### config.mk
export PLATFORM = sky130hd
export DESIGN_NAME = wide_serial_adder_flat
export DESIGN_NICKNAME = d
export VERILOG_FILES = /design/src/rtl/wide_serial_adder_if.sv /design/src/rtl/wide_serial_adder.sv /design/src/flat_wrapper.sv
export SDC_FILE = /design/constraint.sdc
export NUM_CORES = 1
export LEC_CHECK = 0
export CORE_ASPECT_RATIO = 1.4
export CORE_MARGIN = 2
export CORE_UTILIZATION = 40
export CTS_BUF_LIST = sky130_fd_sc_hd__clkbuf_16
export DETAILED_ROUTE_END_ITERATION = 7
export GPL_TIMING_DRIVEN = 1
export PLACE_DENSITY = 0.65
export SETUP_SLACK_MARGIN = 0.05
export SLEW_MARGIN = 40
export SYNTH_ARGS = -nofsm -noshare
export SYNTH_HDL_FRONTEND = slang
export SYNTH_SLANG_ARGS = --single-unit
### constraint.sdc
create_clock -name i_clk -period 2.3 [get_ports i_clk]
set_input_delay 0.69 -clock i_clk [delete_from_list [all_inputs] [get_ports i_clk]]
set_output_delay 0.69 -clock i_clk [all_outputs]
set_load 0.005 [all_outputs]
### src/rtl/wide_serial_adder_if.sv
// Request/response bundle for the digit-serial adder.
// Signal prefixes are from the adder's point of view.
interface wide_serial_adder_if #(
  parameter int WIDTH = 16
);
  logic             i_valid;
  logic             o_ready;
  logic [WIDTH-1:0] i_a;
  logic [WIDTH-1:0] i_b;
  logic             i_carry;
  logic             i_sub;
  logic             o_valid;
  logic             i_ready;
  logic [WIDTH-1:0] o_sum;
  logic             o_carry;
  logic             o_overflow;

  modport master (
    output i_valid, i_a, i_b, i_carry, i_sub, i_ready,
    input  o_ready, o_valid, o_sum, o_carry, o_overflow
  );

  modport slave (
    input  i_valid, i_a, i_b, i_carry, i_sub, i_ready,
    output o_ready, o_valid, o_sum, o_carry, o_overflow
  );
endinterface

### src/rtl/wide_serial_adder.sv
// Digit-serial add/subtract: DIGIT bits per cycle, LSB digit first,
// producing a WIDTH-bit result after WIDTH/DIGIT cycles.
module wide_serial_adder #(
  parameter int WIDTH = 16,
  parameter int DIGIT = 2
) (
  input logic               i_clk,
  input logic               i_rst,
  wide_serial_adder_if.slave bus
);

  localparam int N  = WIDTH / DIGIT;
  localparam int CW = (N > 1) ? $clog2(N) : 1;

  typedef enum logic [1:0] {
    IDLE,
    RUN,
    DONE
  } state_t;

  state_t           r_state;
  logic [WIDTH-1:0] r_a;
  logic [WIDTH-1:0] r_b;
  logic [WIDTH-1:0] r_sum;
  logic             r_carry;
  logic             r_cout;
  logic             r_ovf;
  logic             r_valid;
  logic             r_ready;
  logic [CW-1:0]    r_count;

  logic [DIGIT-1:0]       w_aDigit;
  logic [DIGIT-1:0]       w_bDigit;
  logic [DIGIT:0]         w_digitFull;
  logic [WIDTH+DIGIT-1:0] w_sumShift;
  logic                   w_carryIntoMsb;
  logic                   w_lastDigit;

  // Operands shift right each cycle so the active digit is always at bit 0.
  assign w_aDigit    = r_a[DIGIT-1:0];
  assign w_bDigit    = r_b[DIGIT-1:0];
  assign w_digitFull = {1'b0, w_aDigit} + {1'b0, w_bDigit} + {{DIGIT{1'b0}}, r_carry};
  assign w_sumShift  = {w_digitFull[DIGIT-1:0], r_sum} >> DIGIT;
  assign w_lastDigit = (r_count == CW'(N - 1));

  // The carry into a bit equals sum ^ a ^ b at that bit position.
  assign w_carryIntoMsb = w_digitFull[DIGIT-1] ^ w_aDigit[DIGIT-1] ^ w_bDigit[DIGIT-1];

  always_ff @(posedge i_clk) begin
    if (i_rst) begin
      r_state <= IDLE;
      r_a     <= '0;
      r_b     <= '0;
      r_sum   <= '0;
      r_carry <= 1'b0;
      r_cout  <= 1'b0;
      r_ovf   <= 1'b0;
      r_valid <= 1'b0;
      r_ready <= 1'b1;
      r_count <= '0;
    end else begin
      case (r_state)
        IDLE: begin
          if (bus.i_valid) begin
            r_a     <= bus.i_a;
            r_b     <= bus.i_sub ? ~bus.i_b : bus.i_b;
            r_carry <= bus.i_sub ? ~bus.i_carry : bus.i_carry;
            r_count <= '0;
            r_ready <= 1'b0;
            r_state <= RUN;
          end
        end
        RUN: begin
          r_a     <= r_a >> DIGIT;
          r_b     <= r_b >> DIGIT;
          r_sum   <= w_sumShift[WIDTH-1:0];
          r_carry <= w_digitFull[DIGIT];
          if (w_lastDigit) begin
            r_cout  <= w_digitFull[DIGIT];
            r_ovf   <= w_carryIntoMsb ^ w_digitFull[DIGIT];
            r_valid <= 1'b1;
            r_state <= DONE;
          end else begin
            r_count <= r_count + 1'b1;
          end
        end
        DONE: begin
          if (bus.i_ready) begin
            r_valid <= 1'b0;
            r_ready <= 1'b1;
            r_state <= IDLE;
          end
        end
        default: begin
          r_valid <= 1'b0;
          r_ready <= 1'b1;
          r_state <= IDLE;
        end
      endcase
    end
  end

  assign bus.o_ready    = r_ready;
  assign bus.o_valid    = r_valid;
  assign bus.o_sum      = r_sum;
  assign bus.o_carry    = r_cout;
  assign bus.o_overflow = r_ovf;

endmodule

### src/flat_wrapper.sv
// flat-port wrapper written by rule: the top's interface ports become plain ports
module wide_serial_adder_flat 
#(
  parameter int WIDTH = 16,
  parameter int DIGIT = 2
)
  (i_clk, i_rst, bus_i_valid, bus_i_a, bus_i_b, bus_i_carry, bus_i_sub, bus_i_ready, bus_o_ready, bus_o_valid, bus_o_sum, bus_o_carry, bus_o_overflow);
  wide_serial_adder_if #(.WIDTH(WIDTH)) bus_i ();
  input logic i_clk;
  input logic i_rst;
  input wire logic [$bits(bus_i.i_valid)-1:0] bus_i_valid;
  input wire logic [$bits(bus_i.i_a)-1:0] bus_i_a;
  input wire logic [$bits(bus_i.i_b)-1:0] bus_i_b;
  input wire logic [$bits(bus_i.i_carry)-1:0] bus_i_carry;
  input wire logic [$bits(bus_i.i_sub)-1:0] bus_i_sub;
  input wire logic [$bits(bus_i.i_ready)-1:0] bus_i_ready;
  output wire logic [$bits(bus_i.o_ready)-1:0] bus_o_ready;
  output wire logic [$bits(bus_i.o_valid)-1:0] bus_o_valid;
  output wire logic [$bits(bus_i.o_sum)-1:0] bus_o_sum;
  output wire logic [$bits(bus_i.o_carry)-1:0] bus_o_carry;
  output wire logic [$bits(bus_i.o_overflow)-1:0] bus_o_overflow;
  assign bus_i.i_valid = bus_i_valid;
  assign bus_i.i_a = bus_i_a;
  assign bus_i.i_b = bus_i_b;
  assign bus_i.i_carry = bus_i_carry;
  assign bus_i.i_sub = bus_i_sub;
  assign bus_i.i_ready = bus_i_ready;
  assign bus_o_ready = bus_i.o_ready;
  assign bus_o_valid = bus_i.o_valid;
  assign bus_o_sum = bus_i.o_sum;
  assign bus_o_carry = bus_i.o_carry;
  assign bus_o_overflow = bus_i.o_overflow;
  wide_serial_adder #(.WIDTH(WIDTH), .DIGIT(DIGIT)) u_core (.i_clk(i_clk), .i_rst(i_rst), .bus(bus_i));
endmodule
==> results of run 1 <==
layout by cell type (no fill, tap or decap), types with 2 or more instances in the layout:
cell type	n
inv_1	9
clkdlybuf4s50_1	56
buf_4	10
nand3_1	3
and2b_1	2
clkbuf_16	9
a22oi_1	19
a311oi_1	7
nor2_1	17
o2bb2ai_1	15
ha_1	2
nor2_2	7
nand2_1	58
or3b_2	2
a311oi_2	9
a21oi_1	22
a211oi_1	2
dfxtp_1	58
fa_1	2
xnor2_1	3
nand2b_1	3
xor2_1	17
area by class of cell:
cell class / instances / area [um2] / area share
Sequential cell: 58 / 1160 / 0.333
Tap cell: 74 / 92.6 / 0.0266
Clock inverter: 5 / 18.8 / 0.00539
Inverter: 5 / 18.8 / 0.00539
Timing Repair Buffer: 68 / 661 / 0.190
Multi-Input combinational cell: 199 / 1310 / 0.375
Clock buffer: 9 / 225 / 0.0647
stage by stage:
| stage | total power, W | hold slack, ns |
|---|---|---|
| 6_report | 0.00255 | 0.453 |
| 5_1_grt | 0.00267 | 0.482 |
| 4_1_cts | 0.00259 | 0.462 |
| 3_5_place_dp | 0.00149 | 0.449 |
| 3_3_place_gp | 0.00148 | 0.445 |
| 2_1_floorplan | 0.00137 | 0.432 |
layer usage:
metal / wire length, um / global-route usage / up-vias
li1: - / - / 1109
met1: 2530 / 0.202 / 1028
met2: 2600 / 0.254 / 49
met3: 199 / 0.0270 / 9
met4: 85 / 0.0855 / 0
met5: 0 / 0 / -
kinds of logic after synthesis:
kind of cell,after synthesis,synth area share
AOI/OAI and AO/OA,79,0.240
xor gates and xnor gates,20,0.0658
adders and majority gates,4,0.0244
buffers and inverters,31,0.0742
DFF,58,0.436
and+or+nand+nor,96,0.159
worst max-delay path by stage:
stage / start / endpoint / depth (start not counted)
after floorplan: u_core.r_carry$_SDFFE_PP0P_ / u_core.bus.o_overflow$_SDFFE_PP0P_ / 6
after global placement: bus_i_valid / u_core.r_count[1]$_SDFFE_PP0P_ / 4
after detailed placement: bus_i_valid / u_core.r_count[0]$_SDFFE_PP0P_ / 4
after CTS: u_core.bus.o_sum[15]$_SDFFE_PP0P_ / bus_o_sum[15] / 1
after global routing: u_core.r_carry$_SDFFE_PP0P_ / u_core.bus.o_overflow$_SDFFE_PP0P_ / 6
final: u_core.bus.o_sum[15]$_SDFFE_PP0P_ / bus_o_sum[15] / 1
power groups by stage:
stage	combinational (W)	sequential [W]	clock (W)
3_5_place_dp	0.000359	0.00113	0
5_1_grt	0.000399	0.00112	0.00115
6_report	0.000357	0.00111	0.00109
2_1_floorplan	0.000255	0.00111	0
4_1_cts	0.000363	0.00111	0.00112
3_3_place_gp	0.000354	0.00113	0
registers in the layout, indices dropped and copies added (netlist names):
signal,count
u_core.bus.o_carry,1
u_core.bus.o_overflow,1
u_core.bus.o_ready,1
u_core.bus.o_sum,16
u_core.bus.o_valid,1
u_core.r_a,16
u_core.r_b,16
u_core.r_carry,1
u_core.r_count,3
u_core.r_state,2
==> results.cfg, run 1 <==
[final_layout]
fill_cells = 626
final_layout_size_suffix_gt1_frac = 0.119
synthToLayoutAreaGrowth_pct = 30.7
nets = 383
antenna_cells = 0
post-route-util = 0.534
stdcell_count = 418
final_cell_area_um2 = 3480

[timing]
tightestPinTransition_ns = 0.653
post-route-period-util = 0.831
fin_crit_ns = 1.91
clock_skew_ns = 0.00437
finalSetupViolations = 0
slew-limit-headroom = 0.565
max_freq_ghz = 0.523
rsz0062_at_grt = no
slew_viol_final = 0
setup_slack_ns = 0.388
hold_violations = 0
final.setup.tns_ns = 0

[synth]
syn_inst = 288
synth_area_leaders = dfxtp_1 44%, nand2_1 8.2%, xor2_1 5.6%
synth_cell_types = 34
synth_top_area_frac = 0.436
synth_top_area_cell = dfxtp_1
syn_area_per_cell_um2 = 9.25
ys_seq_elements = 58
synth_edf_count = 0
yosys-top-cells-count = 58 x dfxtp_1, 58 x nand2_1, 22 x a21oi_1, 19 x a22oi_1
async_flop_share = 0
synthFlopType = dfxtp_1
ys_seq_area_frac = 0.436
ys.warnings.count = 0
syn_area_um2 = 2660
synthesis.nets = 330

[hold_path]
hold_path_end = u_core.bus.o_sum[1]$_SDFFE_PP0P_
whs_path_depth = 2
hold_path_class = flip-flop to flip-flop
min_from = u_core.bus.o_sum[1]$_SDFFE_PP0P_

[outcome]
outcome = complete, no violations

[cts]
clock_latency_ns = 0.32
cts.repair.resized = 0
cts_sinks = 58
clockRootBuffer = clkbuf_16
clkTransAtPathRegs_ns = 0.05
cts_setup_buffers = 0
cts_tree = built
hold_buffers = 0
cts-buffers-inserted = 9
cts_max_path_buffers = 2
ctsHtreeMaxLevel = 3

[floorplan]
core_um2 = 6530
fp-row-count = 35
dieArea_um2 = 7340
ioPinCount = 58
initial_core_util = 0.408
die_x_um = 73.0
die_height_um = 101

[placed_design]
portBuffers = 57
place.detailed.hpwl_mm = 3.72
pre_cts_ws_ns = 0.239
gp_congestion = 0.765
dp_cells = 404
placed_cell_area_um2 = 3240

[critical_path]
crit_fanout = 3
critical_path.slowest_cell = clkdlybuf4s50_1
cp.required_ns = 1.61
cp_top_family = buffers and inverters
ff2ff_path_depth = 6
max_stage_delay_ns = 0.52
crit_buf_inv = 1
end_kind = output pin
rrSetupSlack_ns = 0.40
reg2reg_from = u_core.r_carry$_SDFFE_PP0P_
worstReg2RegEnd = u_core.bus.o_overflow$_SDFFE_PP0P_
critPathLaunchType = flip-flop
path_class = flip-flop to output pin
arrival_ns = 1.22
path_cells = clkdlybuf4s50_1

[global_routing]
grt_pass1_vias = 2071
grt_overflow = 0
grt_pass1_wl_mm = 9.24
grt_max_degree = 32
grt_use_total = 0.159
antenna_found_initial = 0

[routing]
dr.pass1.iters = 4
drc = 0
ant_nets = 0
wl_per_cell_um = 12.9
drt_iter0_drc = 91
viasPerCell = 5.25
vias = 2195
routed_wl_mm = 5.41

[power_and_ir_drop]
power_frac_clock = 0.426
power.density_nw_per_um2 = 734
peakVddDrop_uv = 436
swShare = 0.239
switchingPower_w = 0.000611
total_leakage_power_nw = 1.28
seqPwrFrac = 0.435
combPwrFrac = 0.140
power.internal_w = 0.00194

[job]
maxCapViolCount = 0
Power figures use the tool's default switching activity.
==> inputs of run 2 (changes only) <==
--- a/config.mk
+++ b/config.mk
@@ -11,7 +11,7 @@
 export CTS_BUF_LIST = sky130_fd_sc_hd__clkbuf_16
 export DETAILED_ROUTE_END_ITERATION = 7
 export GPL_TIMING_DRIVEN = 1
-export PLACE_DENSITY = 0.65
+export PLACE_DENSITY = 0.68
 export SETUP_SLACK_MARGIN = 0.05
 export SLEW_MARGIN = 40
 export SYNTH_ARGS = -nofsm -noshare
==> constraint.sdc (replaced) <==
create_clock -name i_clk -period 1.7 [get_ports i_clk]
set_input_delay 0.51 -clock i_clk [delete_from_list [all_inputs] [get_ports i_clk]]
set_output_delay 0.51 -clock i_clk [all_outputs]
set_load 0.005 [all_outputs]
==> run 2 against run 1 <==
The run now ends with negative setup slack left. Sequential share of layout area fell by 0.89 points. Hold slack barely moved. Highest routed layer unchanged. Combinational power rose by 48%. Clock power rose by 58%. Sequential cell count did not move. Setup slack got worse by 0.49 ns. Total power rose by 47%. Core utilization rose by 2.5 points. Register-to-register slack got worse by 0.50 ns. Critical path type is now flip-flop to flip-flop. Global-route usage rose by 0.83 points. Clock skew rose by 0.00068 ns. Critical path depth rose by 5.
==> results.cfg, run 2 (synthesized netlist as in run 1, its figures left out) <==
[outcome]
outcome = finished, violations left
violations = negative setup slack

[power_and_ir_drop]
power.density_nw_per_um2 = 1030
peakVddDrop_uv = 684
total_leakage_power_nw = 1.45

[critical_path]
crit_fanout = 2
worst_path_most_repeated_cell = fa_2
arrival_ns = 2.04
path_class = flip-flop to flip-flop
end_kind = flip-flop
critical_path.slowest_cell = fa_2
critPathLaunchType = flip-flop
max_stage_delay_ns = 0.57
path_cells = inv_2 -> fa_2 -> fa_2 -> xnor2_2 -> xnor2_1 -> a311oi_1
cp.required_ns = 1.94

[floorplan]
ioPinCount = 58
initial_core_util = 0.408
die_x_um = 73.0
dieArea_um2 = 7340
core_um2 = 6530
fp-row-count = 35
die_height_um = 101

[placed_design]
place.detailed.hpwl_mm = 3.77
dp_cells = 412
portBuffers = 57
gp_congestion = 0.735

[final_layout]
antenna_cells = 0
synthToLayoutAreaGrowth_pct = 36.9
multi_input_area_um2 = 1340
nets = 392
most-common-layout-cells = 58 x nand2_1, 40 x dfxtp_1, 36 x clkdlybuf4s50_1, 22 x a21oi_1, 20 x dlygate4sd2_1
final_layout_size_suffix_gt1_frac = 0.231
stdcell_count = 429
layout_commonest_cell = nand2_1
seq_area_um2 = 1180
fill_cells = 597

[global_routing]
antenna_found_initial = 0
grt_max_degree = 29
grt_pass1_vias = 2093
grt_pass1_wl_mm = 9.38
grt_use_total = 0.167
grt_overflow = 0

[cts]
cts-buffers-inserted = 9
clockRootBuffer = clkbuf_16
cts_max_path_buffers = 2
hold_buffers = 0
cts_tree = built
clkTransAtPathRegs_ns = 0.05
ctsHtreeMaxLevel = 3
cts_sinks = 58
clock_latency_ns = 0.33

[timing]
clock_skew_ns = 0.00505
slew_viol_final = 0
tightestPinTransition_ns = 0.537
post-route-period-util = 1.06
slew-limit-headroom = 0.642
final.setup.tns_ns = -0.101
max_freq_ghz = 0.555
finalSetupViolations = 1
fin_crit_ns = 1.80
setup_slack_ns = -0.101
rsz0062_at_grt = yes
hold_violations = 0

[routing]
drt_iter0_drc = 111
drc = 0
viasPerCell = 5.21
routed_wl_mm = 5.54
ant_nets = 0
wl_per_cell_um = 12.9
vias = 2235
dr.pass1.iters = 4

[hold_path]
hold_path_class = flip-flop to flip-flop

[job]
maxCapViolCount = 0
run 2: changes by cell type in the layout (fill, tap and decap cells not counted), sizes merged:
cell,delta
buf,+9
clkdlybuf4s50,-20
clkinv,+4
inv,-4
bufinv,+1
clkinvlp,+1
dlygate4sd2,+20
run 2: layout make-up:
class | instances | share of cell area
Multi-Input combinational cell | 199 | 0.366
Sequential cell | 58 | 0.325
Timing Repair Buffer | 77 | 0.201
Clock buffer | 9 | 0.0617
Tap cell | 74 | 0.0254
Clock inverter | 7 | 0.0165
Inverter | 5 | 0.00515
run 2: per-stage QoR:
stage / worst slack (ns) / cell area, um2 / hold WS [ns] / util / total power (W)
2_1_floorplan: -0.0967 / 2670 / 0.432 / - / 0.00185
3_3_place_gp: -0.158 / 3330 / 0.441 / 0.510 / 0.00203
3_5_place_dp: -0.199 / 3330 / 0.449 / 0.510 / 0.00205
4_1_cts: -0.111 / 3610 / 0.459 / 0.554 / 0.00378
5_1_grt: -0.164 / 3650 / 0.471 / 0.559 / 0.00391
6_report: -0.101 / 3650 / 0.453 / 0.559 / 0.00375
run 2: repair_timing:
action                                  in CTS  in global routing
resized for setup                           39                  6
buffers inserted                             1                  1
pin swaps                                    5                  1
endpoints found under the setup margin      24                 18
hold endpoints to repair                     0                  0
run 2: power by group:
| group | switching [W] | leakage (nW) | internal [W] |
|---|---|---|---|
| Clock | 0.000607 | 0.140 | 0.00111 |
| Combinational | 0.000254 | 0.823 | 0.000277 |
| Sequential | 0.0000527 | 0.483 | 0.00145 |
| Total | 0.000913 | 1.45 | 0.00283 |
run 2: final timing paths:
kind,cells after the start,endpoint,startpoint,slack (ns)
max,6,u_core.bus.o_overflow$_SDFFE_PP0P_,u_core.r_carry$_SDFFE_PP0P_,-0.10
min,2,u_core.bus.o_sum[0]$_SDFFE_PP0P_,u_core.bus.o_sum[0]$_SDFFE_PP0P_,0.45
max reg2reg,6,u_core.bus.o_overflow$_SDFFE_PP0P_,u_core.r_carry$_SDFFE_PP0P_,-0.10
min reg2reg,2,u_core.bus.o_sum[0]$_SDFFE_PP0P_,u_core.bus.o_sum[0]$_SDFFE_PP0P_,0.45
run 2: critical path: cells and delay by family (launching register included):
kind	cells	cell delay, ns
compound gates	1	0.20
xor+xnor	2	0.20
fa+ha+maj	2	0.95
buf+inv	1	0.04
flops	1	0.33
run 2: layer usage:
layer / global-route usage / share of wire
met5: 0 / 0
met4: 0.0869 / 0.018
met3: 0.0550 / 0.044
met2: 0.259 / 0.49
met1: 0.204 / 0.45
==> inputs of run 3 (changes only) <==
--- a/config.mk
+++ b/config.mk
@@ -11,6 +11,7 @@
 export CTS_BUF_LIST = sky130_fd_sc_hd__clkbuf_16
 export DETAILED_ROUTE_END_ITERATION = 7
 export GPL_TIMING_DRIVEN = 1
+export HOLD_SLACK_MARGIN = 0.15
 export PLACE_DENSITY = 0.68
 export SETUP_SLACK_MARGIN = 0.05
 export SLEW_MARGIN = 40
==> results of run 3 <==
Final layout, timing and power as in run 2 (identical DEF).
